$ cat config.mk
export PLATFORM = sky130hd
export DESIGN_NAME = biu_prefetch_unit
export DESIGN_NICKNAME = d
export VERILOG_FILES = /design/src/rtl/biu_pkg.sv /design/src/rtl/prefetch_fifo.sv /design/src/rtl/biu_prefetch_unit.sv
export SDC_FILE = /design/constraint.sdc
export NUM_CORES = 1
export LEC_CHECK = 0
export BUFFER_PORTS_ARGS = -buffer_cell sky130_fd_sc_hd__buf_2
export CORE_MARGIN = 1.5
export CORE_UTILIZATION = 30
export CTS_BUF_LIST = sky130_fd_sc_hd__clkbuf_8
export DETAILED_ROUTE_END_ITERATION = 12
export HOLD_SLACK_MARGIN = 0.06
export PLACE_DENSITY_LB_ADDON = 0.05
export SLEW_MARGIN = 25
export SYNTH_ARGS = -nofsm -noshare
export SYNTH_HDL_FRONTEND = slang
export SYNTH_HIERARCHICAL = 1
export SYNTH_SLANG_ARGS = --single-unit
export TNS_END_PERCENT = 50
$ cat constraint.sdc
create_clock -name clk -period 11.6 [get_ports clk]
set_clock_uncertainty 0.1 [all_clocks]
set_input_delay 2.9 -clock clk [delete_from_list [all_inputs] [get_ports clk]]
set_output_delay 2.9 -clock clk [all_outputs]
set_load 0.03 [all_outputs]
$ cat src/rtl/biu_pkg.sv
// -----------------------------------------------------------------------------
// biu_pkg
// Shared types and helpers for the bus interface prefetch unit.
//   - biu_state_e : fetch sequencer states (IDLE, FETCH, DRAIN)
//   - phys_addr   : segment:offset to physical address translation
//   - BIU_*       : default widths used by the prefetch unit parameters
// -----------------------------------------------------------------------------
package biu_pkg;

  localparam int BIU_DATA_W    = 8;
  localparam int BIU_ADDR_W    = 20;
  localparam int BIU_SEG_SHIFT = 4;

  // IDLE : queue full, no request on the bus
  // FETCH: request outstanding, returned byte is kept
  // DRAIN: request outstanding after a flush, returned byte is thrown away
  typedef enum logic [1:0] {
    IDLE  = 2'd0,
    FETCH = 2'd1,
    DRAIN = 2'd2
  } biu_state_e;

  // (segment << shift) + offset, truncated to 'width' bits (width <= 32).
  function automatic logic [31:0] phys_addr(
    input logic [15:0] segment,
    input logic [15:0] offset,
    input int          shift,
    input int          width
  );
    logic [63:0] sum;
    logic [63:0] mask;
    sum  = ({48'd0, segment} << shift) + {48'd0, offset};
    mask = (64'd1 << width) - 64'd1;
    return 32'(sum & mask);
  endfunction

endpackage

$ cat src/rtl/prefetch_fifo.sv
// -----------------------------------------------------------------------------
// prefetch_fifo
// Circular byte queue with one push per cycle and a multi-entry pop, plus a
// registered window of the oldest INSTR_BYTES entries.
//   clk, reset    : clock, asynchronous active-high reset
//   clear         : empty the queue (wins over push and pop)
//   push          : write push_data behind the current contents
//   pop_len       : entries removed from the head this cycle (0..INSTR_BYTES,
//                   caller guarantees pop_len <= level)
//   level         : registered occupancy
//   level_next    : occupancy after this cycle's clear/push/pop
//   window        : registered oldest entries, entry 0 in LSBs, zero past level
//   window_valid  : registered level >= INSTR_BYTES
// -----------------------------------------------------------------------------
module prefetch_fifo #(
  parameter int DATA_W      = 8,
  parameter int DEPTH       = 6,
  parameter int INSTR_BYTES = 4
) (
  input  logic                            clk,
  input  logic                            reset,
  input  logic                            clear,
  input  logic                            push,
  input  logic [DATA_W-1:0]               push_data,
  input  logic [$clog2(INSTR_BYTES+1)-1:0] pop_len,
  output logic [$clog2(DEPTH+1)-1:0]      level,
  output logic [$clog2(DEPTH+1)-1:0]      level_next,
  output logic [INSTR_BYTES*DATA_W-1:0]   window,
  output logic                            window_valid
);

  localparam int PTR_W = (DEPTH > 1) ? $clog2(DEPTH) : 1;
  localparam int LVL_W = $clog2(DEPTH+1);

  logic [DATA_W-1:0]             mem [DEPTH];
  logic [PTR_W-1:0]              rd_ptr_reg, rd_ptr_next;
  logic [PTR_W-1:0]              wr_ptr_reg, wr_ptr_next;
  logic [LVL_W-1:0]              level_reg;
  logic [INSTR_BYTES*DATA_W-1:0] window_reg, window_next;
  logic                          window_valid_reg;
  logic                          push_eff;

  // Pointer advance modulo DEPTH; DEPTH need not be a power of two.
  function automatic logic [PTR_W-1:0] ptr_add(input logic [PTR_W-1:0] p,
                                               input logic [LVL_W-1:0] n);
    int s;
    s = int'(p) + int'(n);
    if (s >= DEPTH) s = s - DEPTH;
    return PTR_W'(s);
  endfunction

  assign push_eff    = push && !clear;
  assign rd_ptr_next = clear ? '0 : ptr_add(rd_ptr_reg, LVL_W'(pop_len));
  assign wr_ptr_next = clear ? '0 :
                       (push_eff ? ptr_add(wr_ptr_reg, LVL_W'(1)) : wr_ptr_reg);
  assign level_next  = clear ? '0 :
                       (level_reg + LVL_W'(push_eff) - LVL_W'(pop_len));

  // Window is built from the post-update queue; the byte being pushed this
  // cycle is not in mem yet, so it is forwarded straight from push_data.
  for (genvar gi = 0; gi < INSTR_BYTES; gi++) begin : g_window
    logic [PTR_W-1:0] idx;
    assign idx = ptr_add(rd_ptr_next, LVL_W'(gi));
    assign window_next[gi*DATA_W +: DATA_W] =
      (LVL_W'(gi) < level_next) ?
        ((push_eff && (idx == wr_ptr_reg)) ? push_data : mem[idx]) :
        '0;
  end

  always_ff @(posedge clk) begin
    if (push_eff) mem[wr_ptr_reg] <= push_data;
  end

  always_ff @(posedge clk or posedge reset) begin
    if (reset) begin
      rd_ptr_reg       <= '0;
      wr_ptr_reg       <= '0;
      level_reg        <= '0;
      window_reg       <= '0;
      window_valid_reg <= 1'b0;
    end else begin
      rd_ptr_reg       <= rd_ptr_next;
      wr_ptr_reg       <= wr_ptr_next;
      level_reg        <= level_next;
      window_reg       <= window_next;
      window_valid_reg <= (level_next >= LVL_W'(INSTR_BYTES));
    end
  end

  assign level        = level_reg;
  assign window       = window_reg;
  assign window_valid = window_valid_reg;

endmodule

$ cat src/rtl/biu_prefetch_unit.sv
// -----------------------------------------------------------------------------
// biu_prefetch_unit
// Instruction prefetcher: fetches bytes from (cs_base << SEG_SHIFT) + fetch_ip
// over a req/ack bus into a DEPTH-entry queue and exposes the oldest
// INSTR_BYTES entries to the decoder.
//   clk, reset        : clock, asynchronous active-high reset
//   cs_base, ip_load  : code segment, restart IP used on flush
//   flush             : empty the queue and restart fetching at ip_load
//   bus_req/bus_addr  : read request, address held while bus_req=1
//   bus_ack/bus_data  : read completion with data
//   instr/instr_valid : oldest entries (entry 0 in LSBs), level >= INSTR_BYTES
//   consume/consume_len : pop 1..INSTR_BYTES entries when instr_valid=1
//   level, fetch_ip   : queue occupancy, IP of the next byte to fetch
// Optional build macro BIU_FLUSH_COUNT_EN adds flush_count and discard_count,
// saturating 16-bit counts of flush events and of bus bytes thrown away.
// -----------------------------------------------------------------------------
module biu_prefetch_unit
  import biu_pkg::*;
#(
  parameter int DATA_W      = BIU_DATA_W,
  parameter int DEPTH       = 6,           // 2..32
  parameter int INSTR_BYTES = 4,           // <= DEPTH
  parameter int ADDR_W      = BIU_ADDR_W,  // <= 32
  parameter int SEG_SHIFT   = BIU_SEG_SHIFT
) (
  input  logic                             clk,
  input  logic                             reset,
  input  logic [15:0]                      cs_base,
  input  logic [15:0]                      ip_load,
  input  logic                             flush,
  output logic                             bus_req,
  output logic [ADDR_W-1:0]                bus_addr,
  input  logic                             bus_ack,
  input  logic [DATA_W-1:0]                bus_data,
  output logic [INSTR_BYTES*DATA_W-1:0]    instr,
  output logic                             instr_valid,
  input  logic                             consume,
  input  logic [$clog2(INSTR_BYTES+1)-1:0] consume_len,
  output logic [$clog2(DEPTH+1)-1:0]       level,
  output logic [15:0]                      fetch_ip
`ifdef BIU_FLUSH_COUNT_EN
  ,
  output logic [15:0]                      flush_count,
  output logic [15:0]                      discard_count
`endif
);

  localparam int LVL_W = $clog2(DEPTH+1);
  localparam int LEN_W = $clog2(INSTR_BYTES+1);
  localparam logic [LVL_W-1:0] DEPTH_L = LVL_W'(DEPTH);
  localparam logic [LEN_W-1:0] IB_L    = LEN_W'(INSTR_BYTES);

  biu_state_e        state_reg, state_next;
  logic [15:0]       fetch_ip_reg, fetch_ip_next;
  logic [ADDR_W-1:0] bus_addr_reg, bus_addr_next;
  logic              load_addr;
  logic              push;
  logic              pop_ok;
  logic [LEN_W-1:0]  pop_len;
  logic [LVL_W-1:0]  level_next;

  // Only a byte returned in FETCH belongs to the current stream.
  assign push    = (state_reg == FETCH) && bus_ack && !flush;
  assign pop_ok  = consume && instr_valid && !flush &&
                   (consume_len != '0) && (consume_len <= IB_L);
  assign pop_len = pop_ok ? consume_len : '0;

  assign fetch_ip_next = flush ? ip_load :
                         (push ? fetch_ip_reg + 16'd1 : fetch_ip_reg);

  // Next request address always follows the post-update fetch IP, so a
  // flush in the same cycle retargets the new request at ip_load.
  assign bus_addr_next = ADDR_W'(phys_addr(cs_base, fetch_ip_next,
                                           SEG_SHIFT, ADDR_W));

  prefetch_fifo #(
    .DATA_W      (DATA_W),
    .DEPTH       (DEPTH),
    .INSTR_BYTES (INSTR_BYTES)
  ) u_fifo (
    .clk          (clk),
    .reset        (reset),
    .clear        (flush),
    .push         (push),
    .push_data    (bus_data),
    .pop_len      (pop_len),
    .level        (level),
    .level_next   (level_next),
    .window       (instr),
    .window_valid (instr_valid)
  );

  always_comb begin
    state_next = state_reg;
    load_addr  = 1'b0;
    case (state_reg)
      IDLE: begin
        // A flush empties the queue, so it also lands here.
        if (level_next < DEPTH_L) begin
          state_next = FETCH;
          load_addr  = 1'b1;
        end
      end
      FETCH: begin
        if (bus_ack) begin
          if (level_next < DEPTH_L) begin
            state_next = FETCH;
            load_addr  = 1'b1;
          end else begin
            state_next = IDLE;
          end
        end else if (flush) begin
          // The request cannot be withdrawn; wait for it and drop its data.
          state_next = DRAIN;
        end
      end
      DRAIN: begin
        if (bus_ack) begin
          state_next = FETCH;
          load_addr  = 1'b1;
        end
      end
      default: state_next = IDLE;
    endcase
  end

  always_ff @(posedge clk or posedge reset) begin
    if (reset) begin
      state_reg    <= IDLE;
      fetch_ip_reg <= 16'd0;
      bus_addr_reg <= '0;
    end else begin
      state_reg    <= state_next;
      fetch_ip_reg <= fetch_ip_next;
      if (load_addr) bus_addr_reg <= bus_addr_next;
    end
  end

  assign bus_req  = (state_reg != IDLE);
  assign bus_addr = bus_addr_reg;
  assign fetch_ip = fetch_ip_reg;

`ifdef BIU_FLUSH_COUNT_EN
  logic [15:0] flush_count_reg;
  logic [15:0] discard_count_reg;
  logic        discard_evt;

  // Bus bytes lost to a flush: returned together with the flush, or while
  // draining a request issued before it.
  assign discard_evt = bus_ack &&
                       (((state_reg == FETCH) && flush) || (state_reg == DRAIN));

  always_ff @(posedge clk or posedge reset) begin
    if (reset) begin
      flush_count_reg   <= 16'd0;
      discard_count_reg <= 16'd0;
    end else begin
      if (flush && (flush_count_reg != 16'hFFFF))
        flush_count_reg <= flush_count_reg + 16'd1;
      if (discard_evt && (discard_count_reg != 16'hFFFF))
        discard_count_reg <= discard_count_reg + 16'd1;
    end
  end

  assign flush_count   = flush_count_reg;
  assign discard_count = discard_count_reg;
`endif

endmodule

# Word-level counts from Yosys, hierarchy flattened
# Memory sizes are Yosys's and may differ from the RTL's.
# Index checks and enable logic that the tools add are counted.
[word_totals]
ramBits = 48
in_bits = 48
regBits = 80
wordCells = 96
n_memories = 1
[classes]
n_eq_ne = 9
n_mux = 33
magnitude_cmp = 13
reduce_logical = 17
n_addsub = 15
[mem_list]
columns = ["name", "words", "width", "read_ports", "rd_ports_with_merged_regs", "write_ports", "line_no", "rtl"]
rows = [
  ["u_fifo.mem", 6, 8, 4, 0, 1, "prefetch_fifo.sv:35", "logic [DATA_W-1:0] mem [DEPTH];"],
]
[ops]
columns = ["cell", "count"]
rows = [
  ["$mux 8", 8],
  ["$mux 3", 11],
  ["$mux 16", 2],
  ["$add 20x16->20", 1],
  ["$ge 4x3->1 const B", 5],
  ["$add 16x1->16 const B", 1],
  ["$sub 3x2->3 const B", 5],
  ["$eq 3x3->1", 4],
  ["$logic_and 1x1->1", 11],
  ["$add 3x1->4 const B", 2],
  ["$add 3x2->4 const B", 2],
  ["$mux 2", 4],
  ["$ge 3x3->1 const B", 2],
  ["$lt 1x3->1 const A", 2],
  ["$lt 2x3->1 const A", 2],
  ["$mux 1", 6],
  ["$pmux 2 s3", 1],
  ["$add 3x3->4", 1],
  ["$ne 2x2->1 const B", 2],
  ["$reduce_bool 2->1", 2],
  ["$add 3x1->3", 1],
  ["$le 3x3->1 const B", 1],
  ["$lt 3x3->1 const B", 1],
  ["$ne 3x3->1 const B", 1],
  ["other kinds (9)", 9],
]

# Depth between registers and ports, before layout
# Gate-level depths: netlist of the first run.
[depth]
depth_word = 16
mapped_depth = 24
ltp_nobuf = 18

# Modules after synthesis
# The synthesis of the first run kept the hierarchy.
[by_module_without_submodules]
columns = ["mod", "cells_per_inst", "area_each_um2", "n_inst"]
rows = [
  ["prefetch_fifo", 694, 6412.4, 1],
  ["biu_prefetch_unit", 261, 2516.2, 1],
]

# Worst setup path after synthesis of the first run
# No wires, ideal clock.
[synth_path]
path_type = "input-to-reg"
start = "in flush"
end = "reg u_fifo.window_reg[11], in the netlist u_fifo/window[11]"
path_buffers = 7
path_slack_ns = 4.123
cell_stages = 23
setup_time_ns = 0.134
arrival_ns = 7.243
cell_sequence = "buf_2 > nand3b_1 > nor2_1 > and2_1 > ha_1 > inv_1 > fa_1 > xnor2_1 > nor3_1 > mux2i_2 > inv_2 > buf_2 > buf_2 > buf_2 > ha_1 > clkbuf_1 > clkbuf_1 > buf_1 > mux2i_1 > o21ai_0 > mux4_2 > nand2_1 > mux2i_1"
[synth_between]
elab_chain_cells = 16
elab_cells_between_ends = 25
cone_classes = "add/sub: 6; order compare: 3; eq/ne: 1; mux: 7; reduce/logical: 7; memory: 1"
[synth_rtl]
columns = ["item", "line_no", "rtl"]
rows = [
  ["start, declared", "biu_prefetch_unit.sv:30", "input logic flush,"],
  ["$logic_not 1->1 *", "biu_prefetch_unit.sv:64", "assign pop_ok = consume && instr_valid && !flush &&"],
  ["$logic_and 1x1->1 * (2 in series)", "biu_prefetch_unit.sv:64", ""],
  ["$logic_and 1x1->1 *", "biu_prefetch_unit.sv:65", "(consume_len != '0) && (consume_len <= IB_L);"],
  ["$mux 3 *", "biu_prefetch_unit.sv:66", "assign pop_len = pop_ok ? consume_len : '0;"],
  ["net pop_len[0]", "biu_prefetch_unit.sv:59", "logic [LEN_W-1:0] pop_len;"],
  ["$add 3x3->4 *", "prefetch_fifo.sv:47", "s = int'(p) + int'(n);"],
  ["$ge 4x3->1 or $sub 3x2->3 (tied branches)", "prefetch_fifo.sv:48", "if (s >= DEPTH) s = s - DEPTH;"],
  ["$mux 3 *", "prefetch_fifo.sv:48", ""],
  ["$mux 3 *", "prefetch_fifo.sv:53", "assign rd_ptr_next = clear ? '0 : ptr_add(rd_ptr_reg, LVL_W'(pop_len));"],
  ["net u_fifo.rd_ptr_next[1]", "prefetch_fifo.sv:36", "logic [PTR_W-1:0] rd_ptr_reg, rd_ptr_next;"],
  ["$add 3x1->4 *", "prefetch_fifo.sv:47", ""],
  ["$ge 4x3->1 or $sub 3x2->3 (tied branches)", "prefetch_fifo.sv:48", ""],
  ["$mux 3 *", "prefetch_fifo.sv:48", ""],
  ["parallel branches: the longest is 2 deep, another holds $mem_v2 6x8", "--", ""],
  ["$mux 8 *", "prefetch_fifo.sv:66", "((push_eff && (idx == wr_ptr_reg)) ? push_data : mem[idx]) :"],
  ["$mux 8 *", "prefetch_fifo.sv:65", "(LVL_W'(gi) < level_next) ?"],
  ["net u_fifo.window_next[11]", "prefetch_fifo.sv:39", "logic [INSTR_BYTES*DATA_W-1:0] window_reg, window_next;"],
  ["end signal, assigned", "prefetch_fifo.sv:85", "window_reg <= window_next;"],
  ["end, declared", "prefetch_fifo.sv:39", ""],
]
# Mark *: on every way through the listed nets, which the timed path passes.
# A chain may end at the register's enable or synchronous reset.

# Worst setup path after layout of the first run
[layout_path]
start = "in flush"
end = "reg u_fifo.window_reg[4], in the netlist u_fifo/window[4]"
[layout_between]
elab_chain_cells = 15
elab_cells_between_ends = 24
cone_classes = "add/sub: 5; order compare: 3; eq/ne: 1; mux: 7; reduce/logical: 7; memory: 1"
[layout_rtl]
columns = ["item", "line_no"]
rows = [
  ["$logic_not 1->1 *", "biu_prefetch_unit.sv:64"],
  ["$logic_and 1x1->1 * (2 in series)", "biu_prefetch_unit.sv:64"],
  ["$logic_and 1x1->1 *", "biu_prefetch_unit.sv:65"],
  ["$mux 3 *", "biu_prefetch_unit.sv:66"],
  ["net pop_len[0]", "biu_prefetch_unit.sv:59"],
  ["parallel branches: the longest is 9 deep, another holds $mem_v2 6x8", "--"],
  ["$mux 8 *", "prefetch_fifo.sv:65"],
  ["net u_fifo.window_next[4]", "prefetch_fifo.sv:39"],
]
# Marks and branches as above.

==> flow_summary_export.csv, run 1 <==
group,metric,value,unit
outcome,status,"completed",
floorplan,core.rowCount,62,
synthesis,yosysMostFrequentCell,"nand2_1",
sta,tightest_slew,1.03,ns
layout,final_layout_size_suffix_gt1_share,20.1,%
sta,fin_crit_sh,69.2,%
clock_tree,clockRootBuffer,"clkbuf_8",
clock_tree,hold_buffers,0,
synthesis,ys.flop_type,"dfrtp_1",
synthesis,synthesis.nets,1037,
floorplan,ios,121,
floorplan,core_region_area,29000,sq um
route,dr.pass1.iters,5,
power_and_ir_drop,power_density,116,nW/um^2
sta,fmax,125,MHz
route,ant_nets,0,
route,top_layer_used,"met4",
sta,finalHoldViolations,0,
layout,final_cells,1452,
route,met1Wirelength,15.3,mm
synthesis,synth_edf_count,48,
clock_tree,cts_max_level,4,
synthesis,synth.area.top_cells,"dfrtp_1, edfxtp_1, mux2i_1",
sta,maxSlewViolCount,0,
placement,place_congestion,0.838,
route,route.vias.total,7930,
clock_tree,cts.sink_count,127,
critical_path,end_kind,"register",
layout,fillCellCount,3066,
clock_tree,clkLatencyLatePin,0.46,ns
global_routing,grt_first_pass_wirelength,49.5,mm
clock_tree,cts_resized,0,
route,finalWirelength,32.4,mm
layout,area_growth,15.0,%
synthesis,ys_seq_elements,127,
clock_tree,cts_tree,"done",
floorplan,initial_utilization,30.8,%
floorplan,die_area,30800,sq um
global_routing,grt_max_degree,70,
floorplan,dieHeight,176,um
global_routing,grt_pass1_vias,7558,
synthesis,synthCells,955,
placement,dp_slack,3.16,ns
placement,dp_hpwl,23.5,mm
synthesis,ys_top_cells_by_count,"nand2_1, nor2_1, dfrtp_1, o21ai_0, mux2i_1",
synthesis,synth_top_area_cell,"dfrtp_1",
placement,port_buffers,120,
min_path,hold_class,"register to register",
layout,finish.utilization,35.4,%
flow_run,maxCapViolCount,0,
critical_path,start_kind,"input port",
layout,nets,1136,
critical_path,crit_fanout,50,
synthesis,ys_types,89,
synthesis,synth_top_area_share,22.1,%
sta,min_period,8.03,ns
clock_tree,cts_setup_buffers,0,
route,drc,0,
route,wl_per_cell,22.3,um
critical_path,arrival,8.31,ns
route,via_per_inst,5.46,
synthesis,yosysWarningCount,6,
layout,largest_reg_flops,48,
sta,final.setup.tns,0,ns
clock_tree,clk_pin_slew_worst_paths,0.08,ns
route,drt-initial-drc-count,817,
power_and_ir_drop,leakage,4.30,nW
clock_tree,clk_path_buf_depth,2,
route,wl_met3,2.10,mm
floorplan,dieWidth,176,um
critical_path,criticalPathCategory,"input port to register",
global_routing,grt_usage,21.7,%
global_routing,antenna_found_initial,0,
clock_tree,cts_buffers,17,
sta,rsz0062_at_grt,"false",
sta,max_slew_margin,31.1,%
route,dr_wl_met2,14.5,mm
synthesis,syn_area_per_cell,9.35,sq um
synthesis,syn_area,8930,sq um
synthesis,async_flop_share,62.2,%
critical_path,cp.required,11.89,ns
global_routing,grt_overflow,0,
sta,setup_violations,0,
placement,dp.cells,1419,
sta,postLayoutSetupSlackWorst,3.57,ns
synthesis,seq_area_frac_synth,38.3,%
power_and_ir_drop,peakVddDrop,69.2,uV
-- worst max-delay path: stages --
cell      delay [ns]
buf_2           0.08
buf_4           0.40
nand3b_1        0.20
nor2_1          0.05
and2_1          0.17
ha_1            0.23
inv_1           0.08
fa_1            0.49
nor3_1          0.24
mux2i_2         0.10
buf_4           0.25
inv_2           0.52
ha_1            0.29
clkinv_1        0.62
o21ai_1         0.35
buf_4           0.28
xnor2_1         0.10
nor4_2          0.71
a32o_1          0.23
-- stage by stage --
step                hold WS (ns)  instance area (sq um)  power (W)
floorplan                  0.437                   8930   0.000729
global placement           0.359                   9880   0.000821
detailed placement         0.367                   9890   0.000820
CTS                        0.384                  10300    0.00121
global route               0.411                  10300    0.00125
finish                     0.382                  10300    0.00119
-- per-layer routing --
metal  vias up  GRT usage (%)
li1       3723              -
met1      3913           31.7
met2       264           33.0
met3        30           3.68
met4         0           5.63
met5         -              0
-- where the power goes --
part	internal (W)	leakage (nW)	total, W	switching, W
clock network	0.000185	0.184	0.000378	0.000192
logic	0.0000900	2.65	0.000275	0.000185
registers	0.000504	1.46	0.000534	0.0000304
-- logic make-up after synthesis --
| group | share of synthesized area [%] |
|---|---|
| AND/OR/NAND/NOR | 18.4 |
| adder cells (fa/ha/maj) | 5.02 |
| buffers and inverters | 4.04 |
| AO/OA/AOI/OAI | 19.6 |
| multiplexers | 10.7 |
| flip-flops | 38.3 |
| XOR/XNOR | 4.01 |
-- area by class of cell --
cell class	count	area (sq um)	area share, %
repair buffers	133	698	6.80
well taps	384	480	4.68
clock buffers	17	234	2.28
diodes	1	2.50	0.0244
flip-flops and latches	127	3420	33.3
clock inverters	15	130	1.27
inverters	34	129	1.26
multi-input cells	741	5170	50.4
-- layout by cell type, fill, tap and decap left out, types with 11 or more instances in the layout --
| master | n |
|---|---|
| ha_1 | 31 |
| nand2_1 | 111 |
| buf_2 | 120 |
| o221ai_1 | 12 |
| a211o_1 | 15 |
| a21oi_1 | 41 |
| dfrtp_1 | 79 |
| xnor2_1 | 25 |
| nand3_1 | 11 |
| nor2_1 | 83 |
| edfxtp_1 | 48 |
| nor2b_1 | 11 |
| nor3_1 | 49 |
| xor2_1 | 14 |
| o21ai_1 | 15 |
| inv_1 | 30 |
| buf_4 | 13 |
| mux2i_1 | 56 |
| o21ai_0 | 68 |
| clkbuf_8 | 17 |
-- path summary, 6_finish.rpt --
kind | start | endpoint | slack, ns | cells after the start
max in group asynchronous | reset | u_fifo/window[4]$_DFF_PP0_ | 8.38 | 2
setup / recovery | flush | u_fifo/window[4]$_DFF_PP0_ | 3.57 | 19
setup reg to reg | u_fifo/level[2]$_DFF_PP0_ | u_fifo/window[4]$_DFF_PP0_ | 6.12 | 18
min in group asynchronous | reset | bus_addr[3]$_DFFE_PP0P_ | 2.48 | 3
hold / removal | bus_addr[6]$_DFFE_PP0P_ | bus_addr[6]$_DFFE_PP0P_ | 0.38 | 2
hold reg to reg | bus_addr[6]$_DFFE_PP0P_ | bus_addr[6]$_DFFE_PP0P_ | 0.38 | 2
No activity file was read; power rests on OpenSTA's default activity.
==> inputs of run 2 (changes only) <==
--- a/config.mk
+++ b/config.mk
@@ -5,6 +5,7 @@
 export SDC_FILE = /design/constraint.sdc
 export NUM_CORES = 1
 export LEC_CHECK = 0
+export ABC_AREA = 1
 export BUFFER_PORTS_ARGS = -buffer_cell sky130_fd_sc_hd__buf_2
 export CORE_MARGIN = 1.5
 export CORE_UTILIZATION = 30
==> constraint.sdc (replaced) <==
create_clock -name clk -period 7.2 [get_ports clk]
set_clock_uncertainty 0.1 [all_clocks]
set_input_delay 1.8 -clock clk [delete_from_list [all_inputs] [get_ports clk]]
set_output_delay 1.8 -clock clk [all_outputs]
set_load 0.03 [all_outputs]
==> flow_summary_export.csv, run 2 <==
group,metric,value,unit
outcome,status,"completed",
layout,nets,1295,
synthesis,synth.area.top_cells,"dfrtp_1, edfxtp_1, nand2_1",
route,wl_per_cell,15.7,um
power_and_ir_drop,peakVddDrop,153,uV
placement,dp_hpwl,19.4,mm
synthesis,syn_area_per_cell,7.54,sq um
layout,final_cell_mix,"nand2_1, inv_1, buf_2",
critical_path,cpLargestDelayFamily,"simple AND/OR/NAND/NOR gates",
critical_path,cp.required,7.43,ns
clock_tree,clkLatencyLatePin,0.44,ns
critical_path,crit_top_cell,"nand2_1",
global_routing,grt_max_degree,84,
power_and_ir_drop,finalPower,0.00210,W
layout,num_antenna_cells,0,
floorplan,die_area,28700,sq um
power_and_ir_drop,power_density,217,nW/um^2
synthesis,ys_top_cells_by_count,"nand2_1, inv_1, nor2_1, nand3_1, dfrtp_1",
global_routing,grt_overflow,0,
sta,fmax,182,MHz
synthesis,synth_edf_count,48,
route,drc,0,
synthesis,yosysMostFrequentCell,"nand2_1",
critical_path,criticalPathCategory,"input port to register",
synthesis,synth_top_area_share,23.8,%
route,drt-initial-drc-count,516,
sta,maxSlewViolCount,0,
layout,layout_commonest_cell,"nand2_1",
placement,dp_slack,1.12,ns
synthesis,synthCells,1103,
sta,finalHoldViolations,0,
critical_path,max_stage_delay,0.43,ns
clock_tree,clk_pin_slew_worst_paths,0.07,ns
floorplan,core.rowCount,60,
clock_tree,hold_buffers,0,
synthesis,synthesis.nets,1185,
layout,fillCellCount,2926,
layout,area_growth,16.4,%
global_routing,grt_first_pass_wirelength,39.7,mm
clock_tree,cts_tree,"done",
synthesis,seq_area_frac_synth,41.1,%
layout,multi_input_area,4160,sq um
clock_tree,cts_buffers,17,
critical_path,arrival,5.74,ns
critical_path,end_kind,"register",
synthesis,syn_area,8310,sq um
clock_tree,cts_resized,0,
sta,fin_crit_sh,76.5,%
route,dr.pass1.iters,7,
sta,max_slew_margin,29.2,%
sta,tightest_slew,1.06,ns
route,via_per_inst,4.61,
placement,place_area,9200,sq um
global_routing,antenna_found_initial,0,
min_path,hold_class,"register to register",
clock_tree,cts_max_level,4,
placement,port_buffers,120,
synthesis,ys.flop_type,"dfrtp_1",
critical_path,worst-path-buf-inv,5,
critical_path,slowest_stage,"nor2_2",
placement,place_congestion,0.849,
layout,stdcell_area,9670,sq um
critical_path,crit_path_cell_trace,"buf_2 > nor2_8 > inv_1 > nor2_1 > inv_1 > ha_1 > inv_1 > ha_1 > fa_1 > xnor2_1 > o21ai_0 > nor2_2 > nand2_1 > nand2_1 > nand2_1 > nand2_2 > inv_2 > nand3_1 > nand2_1",
route,route.vias.total,7372,
clock_tree,clk_path_buf_depth,2,
layout,regArea,3420,sq um
route,finalWirelength,25.1,mm
synthesis,synth_top_area_cell,"dfrtp_1",
route,ant_nets,0,
flow_run,maxCapViolCount,0,
synthesis,async_flop_share,62.2,%
critical_path,start_kind,"input port",
clock_tree,cts.sink_count,127,
floorplan,core_region_area,27100,sq um
floorplan,dieHeight,169,um
floorplan,ios,121,
synthesis,yosysWarningCount,6,
synthesis,ys_seq_elements,127,
floorplan,initial_utilization,30.7,%
sta,final.setup.tns,0,ns
clock_tree,cts_setup_buffers,0,
sta,postLayoutSetupSlackWorst,1.69,ns
layout,largest_reg_flops,48,
floorplan,dieWidth,169,um
power_and_ir_drop,leakage,4.88,nW
critical_path,crit_fanout,27,
sta,setup_violations,0,
layout,finish.utilization,35.7,%
global_routing,grt_pass1_vias,7118,
sta,rsz0062_at_grt,"false",
sta,min_period,5.51,ns
global_routing,grt_usage,18.2,%
clock_tree,clockRootBuffer,"clkbuf_8",
layout,final_layout_size_suffix_gt1_share,18.8,%
synthesis,ys_types,46,
## run 2: power by group
group / total, W / internal, W / switching, W
sequential: 0.000863 / 0.000814 / 0.0000486
clock: 0.000756 / 0.000447 / 0.000309
combinational: 0.000485 / 0.000138 / 0.000346
total: 0.00210 / 0.00140 / 0.000704
## run 2: metrics by stage
stage,instances,hold WS [ns]
detailed placement,1566,0.360
floorplan,1103,0.437
finish,1598,0.380
global route,1598,0.418
CTS,1598,0.386
global placement,1566,0.362
## run 2: final cells by class
class,count,area share [%]
Timing Repair Buffer,122,6.36
Multi-Input combinational cell,804,43.0
Clock inverter,15,2.50
Inverter,141,5.61
Tap cell,372,4.81
Sequential cell,127,35.3
Clock buffer,17,2.42
## run 2: per-layer routing
| layer | wire length, um | vias to the layer above | GRT usage (%) |
|---|---|---|---|
| li1 | - | 3754 | - |
| met1 | 12600 | 3430 | 26.1 |
| met2 | 11300 | 175 | 28.8 |
| met3 | 998 | 13 | 2.24 |
| met4 | 274 | 0 | 4.77 |
| met5 | 0 | - | 0 |
## run 2: cell families after synthesis
| logic type | after synthesis | synth area share (%) |
|---|---|---|
| AOI/OAI and AO/OA | 136 | 8.97 |
| and+or+nand+nor | 622 | 34.3 |
| adders and majority gates | 34 | 5.39 |
| DFF | 127 | 41.1 |
| buffers and inverters | 172 | 8.93 |
| xor gates and xnor gates | 12 | 1.26 |
## run 2: final timing paths
| path | start | endpoint | slack [ns] | cells after the start |
|---|---|---|---|---|
| hold / removal | bus_addr[8]$_DFFE_PP0P_ | bus_addr[8]$_DFFE_PP0P_ | 0.38 | 2 |
| setup reg to reg | state_reg[1]$_DFFE_PP0P_ | bus_addr[13]$_DFFE_PP0P_ | 2.70 | 20 |
| max in group asynchronous | reset | u_fifo/window[3]$_DFF_PP0_ | 5.14 | 2 |
| min in group asynchronous | reset | fetch_ip[1]$_DFF_PP0_ | 1.13 | 2 |
| setup / recovery | flush | bus_addr[13]$_DFFE_PP0P_ | 1.69 | 19 |
| hold reg to reg | bus_addr[8]$_DFFE_PP0P_ | bus_addr[8]$_DFFE_PP0P_ | 0.38 | 2 |
## run 2: worst register-to-register path: stages, from the launching register on
cell	delay, ns
dfrtp_1	0.40
inv_2	0.10
nand3_4	0.14
nor2_8	0.18
inv_1	0.07
nor2_1	0.27
inv_1	0.16
ha_1	0.30
inv_1	0.04
ha_1	0.18
fa_1	0.37
xnor2_1	0.22
o21ai_0	0.17
nor2_2	0.43
nand2_1	0.16
nand2_1	0.08
nand2_1	0.05
nand2_2	0.40
inv_2	0.30
nand3_1	0.20
nand2_1	0.06
